===== src/rtl/counter123_rr_arbiter.sv =====
// counter123_rr_arbiter: round-robin arbiter time-sharing one (1,2,3) bit counter among NREQ requesters.
// Define COUNTER123_ARB_NOS1_EN to remove the operand register stage (latency 1 instead of 2).
module Counter_123 #(
    parameter OUTREG = "FALSE"
) (
    input  logic       clk,
    input  logic [2:0] c0,
    input  logic [1:0] c1,
    input  logic       c2,
    output logic [3:0] sum
);
    logic [3:0] s;

    assign s = {3'b0, c0[0]} + {3'b0, c0[1]} + {3'b0, c0[2]}
             + {2'b0, c1[0], 1'b0} + {2'b0, c1[1], 1'b0} + {1'b0, c2, 2'b0};

    generate
        if (OUTREG == "TRUE") begin : g_reg
            always_ff @(posedge clk) sum <= s;
        end else begin : g_comb
            logic unused_clk;
            assign unused_clk = clk;
            assign sum = s;
        end
    endgenerate
endmodule

module counter123_rr_arbiter #(
    parameter int NREQ = 4,
    parameter int IDW  = $clog2(NREQ)
) (
    input  logic              clk,
    input  logic              rst,
    input  logic [NREQ-1:0]   req_valid,
    input  logic [6*NREQ-1:0] req_data,
    output logic [NREQ-1:0]   req_ready,
    output logic              rsp_valid,
    input  logic              rsp_ready,
    output logic [3:0]        rsp_sum,
    output logic [IDW-1:0]    rsp_id
);
    logic [IDW-1:0] last, cand, idx, cnt_id;
    logic [5:0]     gnt_data, cnt_data;
    logic [3:0]     cnt_sum;
    logic           found, hs, s1_free, s2_free, cnt_valid;
`ifndef COUNTER123_ARB_NOS1_EN
    logic           s1_valid;
    logic [5:0]     s1_data;
    logic [IDW-1:0] s1_id;
`endif

    // First valid requester after the last accepted one, wrapping modulo NREQ.
    always_comb begin
        cand = last;
        idx = '0;
        found = 1'b0;
        for (int k = 1; k <= NREQ; k++) begin
            idx = IDW'((int'(last) + k) % NREQ);
            if (!found && req_valid[idx]) begin
                found = 1'b1;
                cand = idx;
            end
        end
    end

    always_comb begin
        gnt_data = '0;
        for (int i = 0; i < NREQ; i++)
            gnt_data = (cand == IDW'(i)) ? req_data[6*i +: 6] : gnt_data;
    end

    assign s2_free = !rsp_valid | rsp_ready;
`ifdef COUNTER123_ARB_NOS1_EN
    assign s1_free   = s2_free;
    assign cnt_data  = gnt_data;
    assign cnt_id    = cand;
    assign cnt_valid = hs;
`else
    assign s1_free   = !s1_valid | s2_free;
    assign cnt_data  = s1_data;
    assign cnt_id    = s1_id;
    assign cnt_valid = s1_valid;

    always_ff @(posedge clk) begin
        if (rst) begin
            s1_valid <= 1'b0;
        end else begin
            if (s1_free) s1_valid <= hs;
            if (hs) begin
                s1_data <= gnt_data;
                s1_id   <= cand;
            end
        end
    end
`endif

    assign hs        = found & s1_free & !rst;
    assign req_ready = hs ? NREQ'(1) << cand : '0;

    Counter_123 #(.OUTREG("FALSE")) u_cnt (
        .clk (clk),
        .c0  (cnt_data[2:0]),
        .c1  (cnt_data[4:3]),
        .c2  (cnt_data[5]),
        .sum (cnt_sum)
    );

    always_ff @(posedge clk) begin
        if (rst) begin
            rsp_valid <= 1'b0;
            rsp_sum   <= '0;
            rsp_id    <= '0;
            last      <= IDW'(NREQ - 1);
        end else begin
            if (hs) last <= cand;
            if (s2_free) rsp_valid <= cnt_valid;
            if (cnt_valid & s2_free) begin
                rsp_sum <= cnt_sum;
                rsp_id  <= cnt_id;
            end
        end
    end
endmodule


===== config.mk =====
export PLATFORM = sky130hd
export DESIGN_NAME = counter123_rr_arbiter
export DESIGN_NICKNAME = d
export VERILOG_FILES = /design/src/rtl/counter123_rr_arbiter.sv
export SDC_FILE = /design/constraint.sdc
export NUM_CORES = 1
export LEC_CHECK = 0
export CAP_MARGIN = 20
export CORE_UTILIZATION = 45
export DETAILED_ROUTE_END_ITERATION = 8
export PLACE_DENSITY_LB_ADDON = 0.05
export SYNTH_ARGS = -nofsm -noshare
export SYNTH_HDL_FRONTEND = slang
export SYNTH_SLANG_ARGS = --single-unit

===== constraint.sdc =====
create_clock -name clk -period 2.24 [get_ports clk]
set_input_delay 0.448 -clock clk [delete_from_list [all_inputs] [get_ports clk]]
set_output_delay 0.448 -clock clk [all_outputs]
set_load 0.01 [all_outputs]

=== Word level (Yosys, flattened, before mapping) ===
Index checks and enable logic that the tools add are counted.

* $add $sub $neg: 9
* Magnitude comparators: 4
* Equality and inequality tests: 3
* Shift-type cells: 1
* Multiplexer cells: 21
* Bitwise logic cells: 6
* Reduce and logical (&&, ||, !) cells: 11

{| class="wikitable"
|+ Operators with widths
! operator !! count
|-
| $mux W6 || 4
|-
| $lt A2 B3 Y1 const B || 4
|-
| $add A4 B2 Y4 || 2
|-
| $bmux W1 S2 || 4
|-
| $mux W1 || 8
|-
| $mux W2 || 4
|-
| $logic_not A1 Y1 || 6
|-
| $add A2 B1 Y2 const B || 2
|-
| $add A2 B2 Y2 const B || 2
|-
| $add A4 B1 Y4 || 1
|-
| $add A4 B3 Y4 || 1
|-
| $eq A2 B2 Y1 const B || 2
|-
| $mux W4 || 1
|-
| $shl A1 B2 Y4 const A || 1
|-
| $and A1 B1 Y1 || 3
|-
| $logic_and A1 B1 Y1 || 3
|-
| $add A1 B1 Y2 || 1
|-
| $eq A2 B1 Y1 const B || 1
|-
| $logic_not A2 Y1 || 1
|-
| $or A1 B1 Y1 || 2
|-
| $reduce_and A2 Y1 || 1
|-
| $not A1 Y1 || 1
|}

* Flip-flop bits (word level): 18
* Input port bits: 31
* Output and inout bits: 11

=== Depth between registers and ports, before layout ===
Gate-level depths: netlist of the first run.

* Depth after elaboration: 18
* Depth in mapped cells: 6
* Depth with buffers taken out: 6

=== Modules after synthesis ===
From an unflattened synthesis of the first run, not the netlist that was laid out.

* Cells, all modules: 130
* Area total of the unflattened synthesis: 1,199.9 um^2

{| class="wikitable"
|+ Modules (own cells, without submodules)
! module !! times used !! cells an instance !! area an instance (um^2) !! sequential area each (um^2)
|-
| counter123_rr_arbiter || 1 || 120 || 1,103.6 || 440.4
|-
| Counter_123 || 1 || 10 || 96.3 || 0.0
|}

=== Worst setup path before layout of the first run ===
Ideal clock, no wire load.

* Kind: input to output
* Start: input req_valid[3]
* End: output req_ready[0]
* Arrival time: 1.594 ns
* Data required time: 1.792 ns
* Setup slack: 0.198 ns
* Cell stages on the path: 5
* Buffers on the path: 0
* Path through: or2b_1 > a21oi_2 > a311oi_4 > inv_4 > nor3_1

{| class="wikitable"
|+ RTL lines
! item !! RTL line !! RTL
|-
| start, declared || 34 || <nowiki>input logic [NREQ-1:0] req_valid,</nowiki>
|-
| $bmux W1 S2 || 59 || <nowiki>if (!found && req_valid[idx]) begin</nowiki>
|-
| $mux W1 (not written as such) || 59 ||
|-
| $mux W1 || 59 ||
|-
| $logic_not A1 Y1 || 59 ||
|-
| $logic_and A1 B1 Y1 || 59 ||
|-
| $mux W1 || 59 ||
|-
| $logic_not A1 Y1 || 59 ||
|-
| $logic_and A1 B1 Y1 || 59 ||
|-
| $mux W1 || 59 ||
|-
| $logic_not A1 Y1 || 59 ||
|-
| $logic_and A1 B1 Y1 || 59 ||
|-
| $mux W2 * || 59 ||
|-
| net cand[0] || 42 || <nowiki>logic [IDW-1:0] last, cand, idx, cnt_id;</nowiki>
|-
| $shl A1 B2 Y4 * || 98 || <nowiki>assign req_ready = hs ? NREQ'(1) << cand : '0;</nowiki>
|-
| $mux W4 * || 98 ||
|-
| end, declared || 36 || <nowiki>output logic [NREQ-1:0] req_ready,</nowiki>
|}

Mark *: on every way through the listed nets, which the timed path passes. The rest lies on a longest branch. The select of a mux whose other input is x is not followed.

=== Worst setup path after layout of the first run ===
* Start: input req_valid[1]
* End: output req_ready[1]

The elaborated chain is that of the path after synthesis.

==> flow_summary.toml, run 1 <==
[sta]
hold_ws_ns = 0.504
slew_headroom_pct = 76.9
hold_violations = 0
slew_viol_final = 0
fmaxAchievable_mhz = 460
finalSetupViolCount = 0
fin_crit_sh_pct = 97.0
timing.final.crit_period_ns = 2.17
fin_worst_skew_ns = 0.00278
tightest_slew_ns = 0.344

[placement]
hpwl_um = 2240
dpl.cell_count = 211
numPortBuffers = 41
gp_congestion = 0.888

[global_route]
gr-total-overflow = 0
track_usage_pct = 21.3
grt_max_degree = 13
grt_pass1_wl_um = 4460
grt_pass1_vias = 1104
antenna_found_initial = 0

[logic_synthesis]
yosys_warnings = 0
synthArstFlopShare_pct = 0
synthesis.area_um2 = 1200
synth_top_area_share_pct = 20.0
synth_cell_types = 31
ys_top_cells_by_area = "edfxtp_1 20%, dfxtp_1 17%, a32oi_1 9.5%, a211oi_1 8.8%, mux2i_1 8.3%"
synth_edf_count = 8
synth_flop_cell = "dfxtp_1"
post-synth-top-area-cell = "edfxtp_1"
syn_nets = 164
avgSynthCellArea_um2 = 9.38
ys_ff_latch = 18
yosysSeqAreaShare_pct = 36.7
syn_inst = 128

[clock_network]
root_buffer = "clkbuf_4"
clock_path_buffers = 2
cts_sinks = 18
clk_latency_ns = 0.28
clk_pin_slew_worst_paths_ns = 0.10
numCtsBuffers = 3
h-tree-depth = 1
cts_tree = "done"
cts_hold_buffers = 0

[finish]
drive_above_1_share_pct = 27.9
syn2layout_area_growth_pct = 57.1
num-nets-final = 227
nFillCells = 174
final_cell_count_no_fill = 220
diodes = 0

[route]
routed_via_density = 5.35
vias = 1176
drt.antenna.violating_nets = 0
dr.pass1.iters = 4
drc = 0
first_iter_violations = 26
wl_um = 2730
wl_per_cell_um = 12.4

[setup_path]
crit_path_top_delay_cell = "dlygate4sd2_1"
crit_path_start_kind = "input pin"
crit_chain = "dlygate4sd2_1, nand2b_2, a32oi_1, and2_4, inv_1, nor3_2, buf_2"
cp-end-kind = "primary output"
critPathArrivalTime_ns = 1.72
path_max_fanout = 6
crit_type = "input pin to primary output"
required_ns = 1.79
cpPeakStageDelay_ns = 0.33

[die]
die_h_um = 53.7
coreArea_um2 = 2500
dieArea_um2 = 2880
placementRows = 18
io_pins = 42
initial_core_util_pct = 48.0
die_x_um = 53.7

[pwr]
irDropWorstVdd_mv = 0.488
p_per_area_nw_per_um2 = 623
p_leak_uw = 0.000816

[run_status]
outcome = "finished clean"

[min_path]
hp-class = "flop to flop"

[job]
maxCapViolCount = 0
-- registers in the layout, indices dropped and copies added, names as in the netlist --
register,flops
rsp_valid,1
cnt_data,6
rsp_sum,4
cnt_valid,1
rsp_id,2
cnt_id,2
last,2
-- worst max-delay path, delay by kind of cell --
family | cells | cell delay (ns)
compound gates | 1 | 0.25
buf+inv | 3 | 0.58
simple gates | 3 | 0.45
-- cells in the final DEF (no fill, tap or decap), types with 2 or more instances in the layout --
master	synthesis	final
clkdlybuf4s50_1	0	32
buf_4	0	25
inv_1	19	19
a211oi_1	14	14
a32oi_1	13	13
nor2_1	10	10
mux2i_1	10	10
edfxtp_1	8	8
dfxtp_1	10	8
nor3_2	0	4
buf_2	1	4
nor2b_1	3	3
o21ai_0	3	3
ha_1	3	3
clkbuf_4	0	3
nand2_1	2	2
a21oi_1	3	2
fa_1	2	2
dfxtp_4	0	2
-- power breakdown --
group,internal [µW],leakage [µW],switching (µW)
sequential,410,0.000162,29.7
combinational,298,0.000633,246
clock,98.8,0.0000210,93.7
-- timing repair --
action	CTS	global route
setup endpoints to repair	4	4
gates resized for setup	34	8
setup buffers	5	1
hold endpoints to repair	0	0
pin swaps	5	6
-- kinds of logic (layout without fill, tap and decap cells) --
kind of cell,count (synthesis),count (layout),synth area share (%)
compound gates,38,38,26.0
buf+inv,29,91,10.0
simple gates,28,28,12.5
flops,18,18,36.7
mux,10,10,8.33
fa+ha+maj,5,5,6.46
-- Yosys cell counts (2+ instances only) --
| master | number |
|---|---|
| nand2_1 | 2 |
| a32oi_1 | 13 |
| clkbuf_1 | 7 |
| a21oi_1 | 3 |
| nor3_1 | 5 |
| nor2b_1 | 3 |
| o21ai_0 | 3 |
| inv_1 | 19 |
| nor2_1 | 10 |
| ha_1 | 3 |
| fa_1 | 2 |
| mux2i_1 | 10 |
| a211oi_1 | 14 |
| dfxtp_1 | 10 |
| edfxtp_1 | 8 |
-- per-layer routing --
layer | GRT usage [%] | up-vias | part of all wire, %
met3 | 1.69 | 2 | 3.7
li1 | - | 594 | -
met5 | 0 | - | 0
met2 | 38.3 | 37 | 53
met1 | 24.8 | 543 | 42
met4 | 11.4 | 0 | 0.99
-- metrics by stage --
stage / cell area [µm²] / setup WS (ns) / util, % / setup TNS [ns] / total power (µW)
finish: 1890 / 0.0682 / 75.5 / 0 / 1180
global route: 1890 / -0.0129 / 75.5 / -0.0129 / 1260
CTS: 1870 / -0.00415 / 74.7 / -0.00415 / 1180
detailed placement: 1760 / -0.674 / 70.6 / -3.44 / 950
global placement: 1760 / -0.543 / 70.6 / -2.62 / 927
floorplan: 1200 / 0.198 / - / 0 / 725
-- cell type report --
type                            count  area (µm²)  share of cell area (%)
Sequential cell                    18         448                    23.7
Inverter                           20        77.6                    4.11
Clock buffer                        4        36.3                    1.92
Tap cell                           30        37.5                    1.99
Timing Repair Buffer               67         587                    31.1
Multi-Input combinational cell     81         701                    37.1
-- final timing paths --
kind                                                 to  slack [ns]  depth (start not counted)                    start
worst max-delay path                       req_ready[1]        0.07                          7             req_valid[1]
worst min-delay path            rsp_sum[2]$_SDFFE_PP0P_        0.50                          2  rsp_sum[2]$_SDFFE_PP0P_
worst max register to register  rsp_sum[2]$_SDFFE_PP0P_        0.25                          6    cnt_data[0]$_DFFE_PP_
worst min register to register  rsp_sum[2]$_SDFFE_PP0P_        0.50                          2  rsp_sum[2]$_SDFFE_PP0P_
Power figures use the tool's default switching activity.
==> run 2: changes to the inputs <==
- REMOVE_ABC_BUFFERS: not set -> 1
==> flow_summary.toml, run 2 (synthesis results as in run 1) <==
[sta]
slew_viol_final = 0
fin_worst_skew_ns = 0.000573
timing.final.crit_period_ns = 2.19
fmaxAchievable_mhz = 456
hold_violations = 0
fin_tns_setup_ns = 0
hold_ws_ns = 0.508
fin_crit_sh_pct = 97.9
finalSetupViolCount = 0
tightest_slew_ns = 0.351
slew_headroom_pct = 76.4

[route]
dr.pass1.iters = 4
drc = 0
wl_per_cell_um = 11.8
drt.antenna.violating_nets = 0
vias = 1154
first_iter_violations = 6
routed_via_density = 5.25
wl_um = 2590

[finish]
syn2layout_area_growth_pct = 55.1
layout_common_cells = "32 x clkdlybuf4s50_1, 26 x buf_4, 19 x inv_1"
largest_reg_flops = 6
drive_above_1_share_pct = 27.4
diodes = 0
layout_commonest_cell = "clkdlybuf4s50_1"
utilization_pct = 74.5
num-nets-final = 227

[die]
initial_core_util_pct = 48.0
io_pins = 42
dieArea_um2 = 2880
die_h_um = 53.7
coreArea_um2 = 2500
placementRows = 18
die_x_um = 53.7

[placement]
hpwl_um = 2080
numPortBuffers = 41
gp_congestion = 0.876

[pwr]
p_leak_uw = 0.000803
p_total_uw = 1170
irDropWorstVdd_mv = 0.519
p_per_area_nw_per_um2 = 626

[setup_path]
crit_path_start_kind = "input pin"
crit_type = "input pin to primary output"
cp-end-kind = "primary output"
cpPeakStageDelay_ns = 0.35
crit_path_top_delay_cell = "o32a_2"
required_ns = 1.79
critPathArrivalTime_ns = 1.74
path_max_fanout = 5
crit_chain = "clkdlybuf4s15_1, nor2_1, o32a_2, and2_4, buf_4, nor3_2, buf_2"

[clock_network]
cts_tree = "done"
h-tree-depth = 1
cts_sinks = 18
numCtsBuffers = 3
clk_latency_ns = 0.28
clk_pin_slew_worst_paths_ns = 0.10
cts_hold_buffers = 0
clock_path_buffers = 2
root_buffer = "clkbuf_4"

[global_route]
track_usage_pct = 19.4
gr-total-overflow = 0
grt_max_degree = 13
grt_pass1_wl_um = 4130
grt_use_met2_pct = 32.3
busiest_layer = "met2"
grt_pass1_vias = 1046
grt_util_met1_pct = 24.0
grtUsageMet3_pct = 1.98
antenna_found_initial = 0

[min_path]
hp-class = "flop to flop"

[job]
maxCapViolCount = 0

[run_status]
outcome = "finished clean"
-- run 2: cell count changes in the layout (fill, tap and decap cells not counted), sizes merged --
cell	previous run	this run
dlymetal6s2s	1	0
clkdlybuf4s15	2	1
dlygate4sd2	1	3
-- run 2: final timing paths --
kind | startpoint | endpoint | slack [ns] | depth (start not counted)
setup / recovery | req_valid[2] | req_ready[2] | 0.05 | 7
hold / removal | cnt_valid$_SDFFE_PP0N_ | cnt_valid$_SDFFE_PP0N_ | 0.51 | 2
hold reg to reg | cnt_valid$_SDFFE_PP0N_ | cnt_valid$_SDFFE_PP0N_ | 0.51 | 2
setup reg to reg | cnt_data[0]$_DFFE_PP_ | rsp_sum[2]$_SDFFE_PP0P_ | 0.25 | 6
-- run 2: through the flow --
step,area (µm²),worst slack [ns],std cells
global route,1860,-0.0381,220
detailed placement,1760,-0.623,211
global placement,1760,-0.562,211
CTS,1850,0.00269,220
floorplan,1160,0.0324,119
finish,1860,0.0471,220
-- run 2: cell type report --
class                   instances  area [µm²]
multi-input cells              81         692
fillers                       186         637
repair buffers                 67         577
flip-flops and latches         18         443
inverters                      20        77.6
well taps                      30        37.5
clock buffers                   4        36.3
-- run 2: repair_timing --
item                                    4_1_cts  5_1_grt
endpoints found under the setup margin        4        4
resized for setup                            29        8
pin swaps                                     6        1
setup buffers                                 5        0
-- run 2: metal layers --
metal / wire [µm] / share of wire [%] / vias up
met5: 0 / 0 / -
met1: 1160 / 45 / 515
met3: 92 / 3.5 / 6
met4: 68 / 2.6 / 0
li1: - / - / 595
met2: 1270 / 49 / 38
-- run 2: worst max-delay path: cells and delay by family --
family	cells	cell delay [ns]
and+or+nand+nor	3	0.34
AOI/OAI and AO/OA	1	0.35
buffers and inverters	3	0.61
-- run 2: power by group --
group	total, µW	switching [µW]	internal (µW)
clock	193	93.9	98.9
combinational	539	245	294
sequential	435	25.7	409
==> patch: new RTL, flow settings as in run 2 <==
The parameter `NREQ` goes from 4 to 8.
--- a/src/rtl/counter123_rr_arbiter.sv
+++ b/src/rtl/counter123_rr_arbiter.sv
@@ -27,5 +27,5 @@
 
 module counter123_rr_arbiter #(
-    parameter int NREQ = 4,
+    parameter int NREQ = 8,
     parameter int IDW  = $clog2(NREQ)
 ) (
Interface: changed (resized req_data, req_ready, req_valid and rsp_id); port bits go from 42 to 75. The function was not compared with the original's and may differ.
==> patch against run 2 <==
The flow now finishes with violations (negative setup slack). Global-route usage up 8.0 points. Highest routed layer unchanged. Utilization up 9.9 points. Synthesized area up 110%. Sequential cell count up 3. Cell count up 120%. Setup slack worse by 1.6 ns. Cell area up 140%. Sequential share of layout area down 12 points. Non-clock buffer count up 108. Wire length rose to 3.6 times the old value. Via count up 140%.
Power is left out: the tool's default activity adds up to more than one toggle a clock period on the data nets, which glitch-free logic cannot reach.
==> patch: results (changes against run 2) <==
| Metric | Value |
|---|---|
| Run status | complete, but fails checks (was complete, no violations) |
| Failing checks | negative setup slack |
| Setup-failing EPs final | 30 (was 0) |
| Arr. time, crit path | 3.35 ns (was 1.74 ns) |
| XOR/XNOR Fraction of Synth Area | 3.65% (was 0%) |
| GR met2 Demand/Resource | 47.6% (was 32.3%) |
| Worst setup margin | -1.56 ns (was 0.0471 ns) |
| Fillers | 303 (was 186) |
| R2R cell count | 16 (was 6) |
| Dpl hpwl | 5460 um (was 2080 um) |
| Synth cell types | 59 (was 31) |
| Largest net degree at the start of global routing | 21 (was 13) |
| Setup_tns | -33.58 ns (was 0 ns) |
| Clk Tree Root Cell | clkbuf_8 (was clkbuf_4) |
| Fraction of layout cells with a size suffix above 1 | 49.8% (was 27.4%) |
| Slew headroom | 73.1% (was 76.4%) |
| Routed wl met2 | 4770 um (was 1270 um) |
| Metal-1 WL | 3720 um (was 1160 um) |
| Setup WS pre-CTS | -1.99 ns (was -0.623 ns) |
| Post-synthesis sequential area ratio | 20.7% (was 36.7%) |
| Number of global-route vias before repair | 2669 (was 1046) |
| Routability cong. | 0.903 (was 0.876) |
| Cts repair resizes | 106 (was 29) |
| Compound-Gate Fraction of Synth Area | 12.8% (was 26.0%) |
| Nets | 473 (was 227) |
| Post-CTS setup buffer count | 20 (was 5) |
| Layout Cells excl Fill | 476 (was 220) |
| Top post-synthesis cells by count | mux2i_1, nand2_1, nor2_1, mux4_2, dfxtp_1 (was inv_1, a211oi_1, a32oi_1) |
| Post-Route WL | 9360 um (was 2590 um) |
| Largest cells by area after synthesis | mux2i_1, mux4_2, edfxtp_1 (was edfxtp_1, dfxtp_1, a32oi_1) |
| DRT iter0 DRCs | 166 (was 6) |
| PortBufs | 74 (was 41) |
| Gr usage total | 27.4% (was 19.4%) |
| Mapped Cells | 243 (was 128) |
| Final clock skew | 0.00532 ns (was 0.000573 ns) |
| M1 GR Usage | 37.7% (was 24.0%) |
| Metal3 WL | 671 um (was 92 um) |
| Synth Area in Adders | 4.15% (was 6.46%) |
| EDFF count, synth | 9 (was 8) |
| Placed cells | 435 (was 211) |
| Met3 GRT Util | 1.68% (was 1.98%) |
| CP Max Fanout | 6 (was 5) |
==> patch: changes by cell type in the layout (fill, tap and decap cells not counted), moves of 6 or more <==
cell | before | now
buf_4 | 26 | 74
a211oi_1 | 14 | 3
nand2_2 | 0 | 9
a32oi_1 | 12 | 0
clkdlybuf4s50_1 | 32 | 58
nand2_1 | 2 | 23
inv_1 | 19 | 8
mux4_2 | 0 | 17
buf_6 | 0 | 19
mux2i_1 | 10 | 26
mux2i_4 | 0 | 6
==> patch: path summary, 6_finish.rpt <==
path             start           end  slack (ns)
max            last[1]  req_ready[6]       -1.56
min          cnt_id[0]     rsp_id[0]        0.49
max reg2reg    last[0]   cnt_data[0]       -1.49
min reg2reg  cnt_id[0]     rsp_id[0]        0.49
==> patch: cell type report <==
type / count / share of cell area (%)
Tap cell: 70 / 1.99
Inverter: 13 / 1.34
Clock buffer: 3 / 0.939
Timing Repair Buffer: 175 / 36.9
Sequential cell: 21 / 11.7
Multi-Input combinational cell: 193 / 47.1
Clock inverter: 1 / 0.114
